==> src/rtl/letc_core_stage_f2.sv <==
// LETC core fetch stage 2: issues the instruction memory request for the
// address captured from F1, waits for the single response and presents the
// fetched instruction word to decode. Flushes drain any outstanding request
// so that a stale response can never be mistaken for a new one.

package letc_pkg;
    typedef logic [31:0] word_t;
    typedef logic [31:0] paddr_t;
endpackage

package letc_core_pkg;
    import letc_pkg::*;

    typedef logic [29:0] pc_word_t;
    typedef logic [29:0] instr_t;

    typedef struct packed {
        logic     valid;
        pc_word_t pc_word;
        paddr_t   fetch_addr;
    } f1_to_f2_s;

    typedef struct packed {
        logic     valid;
        pc_word_t pc_word;
        instr_t   instr;
    } f2_to_d_s;
endpackage

module letc_core_stage_f2
    import letc_pkg::*;
    import letc_core_pkg::*;
(
    input  logic                         clk,
    input  logic                         rst,

    input  f1_to_f2_s                    f1_to_f2,
    output logic                         f2_ready,

    output f2_to_d_s                     f2_to_d,
    input  logic                         d_ready,

    input  logic                         flush,

    output logic                         imem_req_valid,
    output logic [$bits(paddr_t)-1:0]    imem_req_addr,
    input  logic                         imem_req_ready,
    input  logic                         imem_rsp_valid,
    input  logic [$bits(word_t)-1:0]     imem_rsp_data
);

    typedef enum logic [2:0] {
        IDLE,
        REQ,
        WAIT,
        HOLD,
        DRAIN_REQ,
        DRAIN_RSP
    } state_e;

    state_e   state;
    pc_word_t pc_word_q;
    paddr_t   fetch_addr_q;
    logic     accept;

    // The two low bits of an instruction word are implied and not forwarded.
    logic     unused_rsp_low_bits;
    assign unused_rsp_low_bits = ^imem_rsp_data[1:0];

    assign imem_req_addr = fetch_addr_q;

    // Ready to take a new fetch when empty, or when decode is draining the held word.
    always_comb begin
        f2_ready = ((state == IDLE) | ((state == HOLD) & d_ready)) & ~flush;
        accept   = f1_to_f2.valid & f2_ready;
    end

    // Fetch FSM; every output except f2_ready is registered here.
    always_ff @(posedge clk or posedge rst) begin
        if (rst) begin
            state           <= IDLE;
            pc_word_q       <= '0;
            fetch_addr_q    <= '0;
            imem_req_valid  <= 1'b0;
            f2_to_d         <= '0;
        end else begin
            case (state)
                IDLE: begin
                    if (accept) begin
                        pc_word_q      <= f1_to_f2.pc_word;
                        fetch_addr_q   <= f1_to_f2.fetch_addr;
                        imem_req_valid <= 1'b1;
                        state          <= REQ;
                    end
                end

                REQ: begin
                    if (flush) begin
                        // An accepted request must still see its response drained.
                        if (imem_req_ready) begin
                            imem_req_valid <= 1'b0;
                            state          <= DRAIN_RSP;
                        end else begin
                            state          <= DRAIN_REQ;
                        end
                    end else if (imem_req_ready) begin
                        imem_req_valid <= 1'b0;
                        state          <= WAIT;
                    end
                end

                WAIT: begin
                    if (flush) begin
                        state <= imem_rsp_valid ? IDLE : DRAIN_RSP;
                    end else if (imem_rsp_valid) begin
                        f2_to_d.valid   <= 1'b1;
                        f2_to_d.pc_word <= pc_word_q;
                        f2_to_d.instr   <= imem_rsp_data[31:2];
                        state           <= HOLD;
                    end
                end

                HOLD: begin
                    if (flush) begin
                        f2_to_d.valid <= 1'b0;
                        state         <= IDLE;
                    end else if (d_ready) begin
                        f2_to_d.valid <= 1'b0;
                        if (accept) begin
                            pc_word_q      <= f1_to_f2.pc_word;
                            fetch_addr_q   <= f1_to_f2.fetch_addr;
                            imem_req_valid <= 1'b1;
                            state          <= REQ;
                        end else begin
                            state          <= IDLE;
                        end
                    end
                end

                DRAIN_REQ: begin
                    if (imem_req_ready) begin
                        imem_req_valid <= 1'b0;
                        state          <= DRAIN_RSP;
                    end
                end

                DRAIN_RSP: begin
                    if (imem_rsp_valid) begin
                        state <= IDLE;
                    end
                end

                default: begin
                    imem_req_valid <= 1'b0;
                    f2_to_d.valid  <= 1'b0;
                    state          <= IDLE;
                end
            endcase
        end
    end

endmodule

==> config.mk <==
export PLATFORM = sky130hd
export DESIGN_NAME = letc_core_stage_f2
export DESIGN_NICKNAME = d
export VERILOG_FILES = /design/src/rtl/letc_core_stage_f2.sv
export SDC_FILE = /design/constraint.sdc
export NUM_CORES = 1
export LEC_CHECK = 0
export BUFFER_PORTS_ARGS = -buffer_cell sky130_fd_sc_hd__buf_2
export CORE_MARGIN = 8
export CORE_UTILIZATION = 32
export DETAILED_ROUTE_END_ITERATION = 16
export GPL_ROUTABILITY_DRIVEN = 0
export PLACE_DENSITY_LB_ADDON = 0.1
export SLEW_MARGIN = 40
export SYNTH_ARGS = -nofsm -noshare
export SYNTH_HDL_FRONTEND = slang
export SYNTH_SLANG_ARGS = --single-unit
export TNS_END_PERCENT = 10
==> constraint.sdc <==
create_clock -name clk -period 6.6 [get_ports clk]
set_input_delay 0.33 -clock clk [delete_from_list [all_inputs] [get_ports clk]]
set_output_delay 0.33 -clock clk [all_outputs]
set_load 0.03 [all_outputs]
==> results.md, run 1 <==
Timing:
- The worst slack on hold paths is -0.02431 ns.
- After layout, the minimum clock period comes to 2.694 ns.
- Setup repair after global routing left no endpoint under its margin.
- The number of pins exceeding their max-slew limit in the final report is 0.
- Dividing the final minimum period by the clock period gives 40.82%.
- The final worst clock skew is 0.006660 ns.
- The worst-case headroom to the max-slew limit is 59.74%.
- The total count of hold-check failures in the final report was 21.
- The timing-limited maximum frequency is 371.2 MHz.
- Setup violations remaining at the end of the flow were counted as 0.
- The actual slew at the worst max-slew pin is 0.6040 ns.
- The post-route setup TNS is 0 ns.

Route:
- The detailed router placed 3183 vias in this run.
- The per-cell via count in the routed design is 4.313.
- In the routed design, unresolved DRC markers number 0.
- In the final routed layout, each cell accounts on average for 16.53 um.
- For this block, the routed nets add up to 12.20 mm of wire.
- The post-detailed-route count of antenna-violating nets is 0.
- In this run, the number of DRC markers left after iteration 0 of detailed routing was 116.
- The number of optimization iterations in the first detailed-route pass is 4.

GRT:
- The total overflow left after global routing is 0.
- The number of global-route vias before repair was 3453.
- The initial antenna violation count was 0.
- Entering global routing, the biggest net connects 68 pins.
- The first global-routing pass estimated 18.75 mm of wire.
- In the global route stage, overall resource usage came out at 11.92%.

Synthesis:
- Synthesis produced a netlist whose cell count is 306.
- The share of Yosys cell area claimed by the top area cell type is 60.49%.
- The post-synthesis sequential element count is 127.
- By area the synthesized netlist is led by sky130_fd_sc_hd__dfrtp_1 (60%), sky130_fd_sc_hd__mux2_4 (17%), sky130_fd_sc_hd__mux2_2 (14%).
- Of all cell types, the one taking the most synthesized area is sky130_fd_sc_hd__dfrtp_1.
- Dividing the synthesized area by the synthesized cell count gives 17.17 um^2.
- In this run, distinct cell masters in the synthesized netlist total 35.
- The share of synthesized area occupied by flip-flops and latches is 60.49%.
- After synthesis the cells add up to 0.005254 mm^2.
- During synthesis, Yosys emitted a total of 0 warnings.
- When the netlist entered floorplanning its net count stood at 407.

Clocking:
- The TritonCTS sink count is 127.
- Counting along the longest clock path gives a buffer depth of 2.
- The number of setup buffers added after CTS is 0.
- The buffer cell driving the clock tree root is sky130_fd_sc_hd__clkbuf_16.
- TritonCTS built the clock tree.
- For the worst-skew pair, the clock arrives at the later sink with an insertion delay of 0.41 ns.
- The number of cells upsized or downsized after cts is 0.
- The H-tree depth is 4.
- After clock tree synthesis, the clock-pin slew on the worst setup and hold paths is 0.06 ns.
- Hold repair after CTS inserted 0 buffers.
- Buffers inserted during clock tree synthesis total 17.

Outcome:
- The flow ran to the end, but the final reports show violations.
- The checks that failed: hold timing.

Floorplan:
- The area inside the core boundary is 0.01629 mm^2.
- 196 I/O pins were placed.
- The die span in x is 144.1 um.
- The vertical die dimension is 144.1 um.
- The starting density of the core is 32.25%.
- In this run the core area contains 47 standard-cell rows.
- The total die area is 0.02077 mm^2.

Critical path:
- The required time at the endpoint of the critical path is 6.89 ns.
- The startpoint-to-endpoint class of the critical path is flop to flop.
- The highest net fanout along the worst path is 28.
- The nature of the critical path startpoint is a flop.
- The critical path endpoint category is a flop.
- The arrival time at the worst endpoint is 2.98 ns.

Pwr:
- Summing internal, switching and leakage power gives 3850 uW.
- The power density of the placed cells is 554.1 mW/mm^2.
- The static leakage is 0.003593 uW.
- The worst vdd rail ir drop is 0.2407 mV.

Layout:
- Of the cells placed in the final design, the portion with a size suffix greater than 1 is 68.92%.
- The number of nets in the final layout is 606.
- The antenna diode count is 0.
- Relative to the synthesized area, the layout overhead comes to 32.25%.
- The share of the core filled with cells is 42.65%.

Worst hold path:
- The class of the tightest hold or removal check is input port to asynchronous set/reset pin.

Place:
- The HPWL after detailed placement is 8.666 mm.
- The quantity of I/O buffers inserted on ports is 193.

Run:
- The max capacitance violation total is 0.
==> layer usage <==
metal,share of wire (%),track usage [%],vias up
met5,0,0,-
met4,1.1,4.765,0
met3,7.4,4.457,9
met2,51,19.63,98
met1,41,13.80,1592
li1,-,-,1484
==> critical path, stage by stage, from the launching register on <==
cell and delay, ns:
sky130_fd_sc_hd__dfrtp_1 0.52, sky130_fd_sc_hd__or2_4 0.32, sky130_fd_sc_hd__nor3b_4 0.22, sky130_fd_sc_hd__and2_4 0.38, sky130_fd_sc_hd__buf_4 0.43, sky130_fd_sc_hd__buf_12 0.29
sky130_fd_sc_hd__mux2_2 0.36
==> synth_stat cells (all sizes together) <==
| cell type | number |
|---|---|
| nand2 | 3 |
| a21o | 1 |
| nand2b | 2 |
| buf | 15 |
| o21bai | 1 |
| inv | 2 |
| o221ai | 1 |
| mux2i | 1 |
| or2b | 1 |
| o31ai | 2 |
| nand4 | 1 |
| nor2 | 4 |
| o22ai | 1 |
| nor2b | 3 |
| a32o | 1 |
| nand3b | 1 |
| o21ai | 2 |
| o221a | 1 |
| o21a | 1 |
| and2 | 1 |
| or2 | 1 |
| nor4b | 1 |
| a31oi | 1 |
| mux2 | 123 |
| nor3b | 2 |
| a221o | 1 |
| dfrtp | 127 |
| a21boi | 1 |
| clkbuf | 2 |
| a21oi | 1 |
| a22oi | 1 |
==> layout by cell type, fill, tap and decap left out, drive strengths merged, types with 2 or more instances in the layout <==
cell	count
nor3b	2
nand2b	2
o31ai	2
dfrtp	127
clkbuf	22
buf	197
inv	3
clkinv	5
nor2b	3
bufinv	2
nand2	3
o21ai	2
clkinvlp	2
nor2	4
mux2	123
==> flip-flops by register name (all words and copies together) (netlist names) <==
register and flops:
state 3, imem_req_valid 1, pc_word_q 30, f2_to_d 61, imem_req_addr 32
==> final cells by class <==
class / instances / area (um^2)
inverters: 2 / 12.51
multi-input cells: 160 / 1877
fillers: 1539 / 9341
well taps: 220 / 275.3
repair buffers: 197 / 1012
clock inverters: 10 / 108.9
flip-flops and latches: 127 / 3178
clock buffers: 22 / 484.2
==> report_power, final <==
part / switching, uW / internal [uW]
combinational: 897 / 679
clock: 331 / 593
sequential: 200 / 1150
==> per-stage QoR <==
| stage | instance area (um^2) | setup slack [ns] | cells |
|---|---|---|---|
| 6_report | 6948 | 3.906 | 738 |
| 5_1_grt | 6948 | 3.761 | 738 |
| 4_1_cts | 6942 | 3.877 | 738 |
| 3_5_place_dp | 6349 | 3.898 | 706 |
| 3_3_place_gp | 6329 | 3.849 | 705 |
| 2_1_floorplan | 5254 | 2.886 | 306 |
==> kinds of logic after synthesis <==
group / share of synthesized area, %
compound gates: 2.287
simple gates: 2.620
buf+inv: 3.834
mux: 30.77
flops: 60.49
==> worst paths after layout <==
kind                               from             to  slack, ns  cells past startpoint
setup / recovery               state[2]   pc_word_q[7]       3.91                      6
hold / removal                      rst    f2_to_d[19]      -0.02                      2
setup reg to reg               state[2]   pc_word_q[7]       3.91                      6
hold reg to reg             f2_to_d[25]    f2_to_d[25]       0.50                      1
max in group asynchronous           rst  pc_word_q[24]       5.58                      3
min in group clk           f1_to_f2[61]  pc_word_q[29]       0.15                      2
(Power assumes the default switching activity.)
==> run 2: changes to the inputs <==
==> constraint.sdc (replaced) <==
create_clock -name clk -period 2.3 [get_ports clk]
set_input_delay 0.115 -clock clk [delete_from_list [all_inputs] [get_ports clk]]
set_output_delay 0.115 -clock clk [all_outputs]
set_load 0.03 [all_outputs]
==> run 2 against run 1 <==
The flow now finishes without violations. Via count up 15%. First-iteration DRC count shrank 4.3%. Hold slack improved by 0.16 ns. Clock power grew to 3.1 times the previous value. Critical path type unchanged. Largest power group unchanged.
==> results.md, run 2 (synthesis results as in run 1) <==
Outcome:
- The flow ran to the end, and the final reports show no timing, DRC or antenna violations.

Critical path:
- The arrival time at the worst endpoint came to 2.17 ns (-0.81 ns).
- The count of cells along the worst register-to-register path is 5 (-1).
- The worst setup path is launched from a flop.
- The startpoint-to-endpoint class of the critical path is flop to flop.
- The required time at the endpoint of the critical path came to 2.60 ns (-4.29 ns).
- The critical path endpoint category is a flop.
- The worst-path cell with the longest stage delay is sky130_fd_sc_hd__dfrtp_1.
- The critical path goes through or2_4 -> nor3b_4 -> and2_4 -> buf_12 -> mux2_4.
- The maximum single-stage delay on the critical path was 0.37 ns (-0.15 ns).
- The highest net fanout along the worst path came to 19 (-32%).

GRT:
- The global-route congestion overflow total was 0 (unchanged).
- The number of global-route vias before repair was 4138 (+20%).
- The initial antenna violation count was 0 (unchanged).
- The global-route usage over all layers is 13.31% (+1.4 points).
- The global-route wire length before repair came to 21.29 mm (+14%).
- The maximum number of pins on one net before global-route repair is 46 (-32%).

Route:
- The count of routing violations after the opening detailed-route iteration is 111 (-4.3%).
- The routed via count came to 3653 (+15%).
- The post-detailed-route count of antenna-violating nets came to 0 (unchanged).
- The total length of routed wires was 13.66 mm (+12%).
- The average routed wire per standard cell is 16.24 um (-1.7%).
- The number of remaining DRC errors is 0 (unchanged).
- The per-cell via count in the routed design is 4.344 (+0.71%).
- The number of optimization iterations in the first detailed-route pass came to 4 (unchanged).

Pwr:
- The net switching power figure is 4272 uW (+200%).
- The sequential fraction of design power is 33.1% (-2.0 points).
- The worst vdd rail ir drop is 0.7086 mV (+190%).
- The combinational power share is 41.9% (+1.0 points).
- The fraction of power spent switching nets is 37.05% (about the same).
- The power density of the placed cells is 1429 mW/mm^2 (+160%).
- The internal power is 7258 uW (+200%).
- The proportion of power drawn by the clock network is 25.0% (+1.0 points).
- The static leakage is 0.004068 uW (+13%).

Place:
- The quantity of I/O buffers inserted on ports is 193 (unchanged).
- The HPWL after detailed placement is 9.022 mm (+4.1%).
- The total cell area at the placement stage is 0.006480 mm^2 (+2.1%).

Timing:
- Setup repair after global routing left no endpoint under its margin.
- The worst-case headroom to the max-slew limit is 76.77% (+17 points).
- The part of the cycle the worst path needs is 81.48% (+41 points).
- The final worst clock skew came to 0.007005 ns (+0.0003452 ns).
- The final critical delay including setup and external delays is 1.874 ns (-0.8199 ns).
- The total count of hold-check failures in the final report was 0 (-100%).
- The number of pins exceeding their max-slew limit in the final report came to 0 (unchanged).
- The post-route setup TNS is 0 ns (unchanged).
- The timing-limited maximum frequency is 533.6 MHz (+44%).
- The number of setup violations in the final report came to 0 (unchanged).
- The actual slew at the worst max-slew pin is 0.3485 ns (-0.2555 ns).

Clocking:
- The clock-pin slew of the registers on the worst-case setup and hold paths is 0.06 ns (about the same).
- The TritonCTS sink count is 127 (unchanged).
- The buffer depth of the longest clock path is 2 (unchanged).
- The H-tree depth is 4 (unchanged).
- The clock latency at the later pin of the worst-skew pair is 0.42 ns (about the same).
- The CTS tree is yes.
- The buffer cell driving the clock tree root is sky130_fd_sc_hd__clkbuf_16.
- The number of buffers inserted during clock tree synthesis is 17 (unchanged).

Floorplan:
- The starting density of the core was 32.25% (unchanged).
- The total die area came to 0.02077 mm^2 (unchanged).
- The die span in x is 144.1 um (unchanged).
- The vertical die dimension is 144.1 um (unchanged).
- The area inside the core boundary is 0.01629 mm^2 (unchanged).
- The floorplan row count was 47 (unchanged).
- The I/O pin count is 196 (unchanged).

Layout:
- The number of fill cells came to 1453 (-5.6%).
- The relative area change from synthesis to final layout is 53.61%.
- The sequential standard cell area is 0.003178 mm^2 (unchanged).
- The number of nets in the final layout is 709 (+17%).
- The final instance area is 0.008070 mm^2 (+16%).
- The share of the core filled with cells came to 49.54% (+6.9 points).
- The top cell types in the final layout, fill and taps aside, are sky130_fd_sc_hd__buf_2 (193), sky130_fd_sc_hd__dfrtp_1 (127), sky130_fd_sc_hd__dlygate4sd3_1 (93).
- More flip-flops sit in one register than any other, and that register is f2_to_d.
- The multi-input combinational cell area is 0.001877 mm^2 (unchanged).
- Leaving out fill and tap cells, the most frequent cell in the layout is sky130_fd_sc_hd__buf_2.
- The flip-flop count of the largest register, all copies and words added came to 61 (unchanged).
- The layout cell share with drive strength beyond 1 came to 59.26% (-9.7 points).
- The antenna diode count is 0 (unchanged).

Worst hold path:
- The worst hold path passes through 3 cells.
- The class of the tightest hold or removal check is input port to flop.

Run:
- The max capacitance violation total is 0 (unchanged).
==> run 2: cell count changes in the layout (fill, tap and decap cells not counted) <==
cell and change:
sky130_fd_sc_hd__clkinv_4 +2, sky130_fd_sc_hd__dlygate4sd3_1 +93, sky130_fd_sc_hd__clkbuf_1 -1, sky130_fd_sc_hd__buf_12 +5
sky130_fd_sc_hd__clkinvlp_4 +1, sky130_fd_sc_hd__buf_16 +1, sky130_fd_sc_hd__clkinv_2 -3, sky130_fd_sc_hd__buf_6 -1
sky130_fd_sc_hd__buf_4 +5, sky130_fd_sc_hd__bufinv_16 +2, sky130_fd_sc_hd__inv_6 +3, sky130_fd_sc_hd__clkbuf_8 -4
==> run 2: cell type report <==
cell class / count / share of cell area [%]
well taps: 220 / 3.411
clock inverters: 15 / 2.558
multi-input cells: 160 / 23.26
inverters: 2 / 0.1395
clock buffers: 17 / 5.271
repair buffers: 300 / 25.98
flip-flops and latches: 127 / 39.38
==> run 2: critical path, delay by kind of cell, from the launching register on <==
family / cells / cell delay (ns)
buffers and inverters: 1 / 0.24
and+or+nand+nor: 3 / 0.81
muxes: 1 / 0.32
DFF: 1 / 0.37
==> run 2: layer usage <==
| layer | vias to the layer above | global-route usage, % | share of wire (%) |
|---|---|---|---|
| li1 | 1694 | - | - |
| met1 | 1836 | 15.21 | 41 |
| met2 | 114 | 22.73 | 51 |
| met3 | 9 | 4.226 | 6.5 |
| met4 | 0 | 5.257 | 1.2 |
| met5 | - | 0 | 0 |
==> run 2: what timing repair did <==
action / in CTS / in global routing
hold endpoints to repair: 120 / 0
resized for setup: 0 / 0
hold buffers: 93 / 0
buffers inserted: 0 / 0
setup endpoints to repair: 0 / 0
==> run 2: path summary, 6_finish.rpt <==
kind                                 from  slack (ns)                to
setup / recovery                 state[2]        0.43  imem_req_addr[0]
hold / removal             imem_req_ready        0.14    imem_req_valid
setup reg to reg                 state[2]        0.43  imem_req_addr[0]
hold reg to reg               f2_to_d[60]        0.48       f2_to_d[60]
max in group asynchronous             rst        1.39          state[2]
min in group asynchronous             rst        0.21        f2_to_d[3]
==> run 2: metrics by stage <==
step                total power [uW]  std cells  hold WS [ns]  setup slack, ns
global placement                8505        715        0.2713           0.4344
CTS                            11680        840        0.1211           0.4174
detailed placement              8581        715        0.2776           0.4292
finish                         11530        841        0.1404           0.4259
global route                   12140        841        0.1440           0.3519
floorplan                       7275        306        0.2631           0.3677
==> run 2: power by group through the flow <==
stage,Sequential (uW),Combinational [uW],Clock (uW)
after CTS,3830,4880,2970
after global placement,3800,4700,0
after global routing,3980,5110,3050
final,3820,4830,2880
after detailed placement,3840,4740,0
after floorplan,5360,1920,0
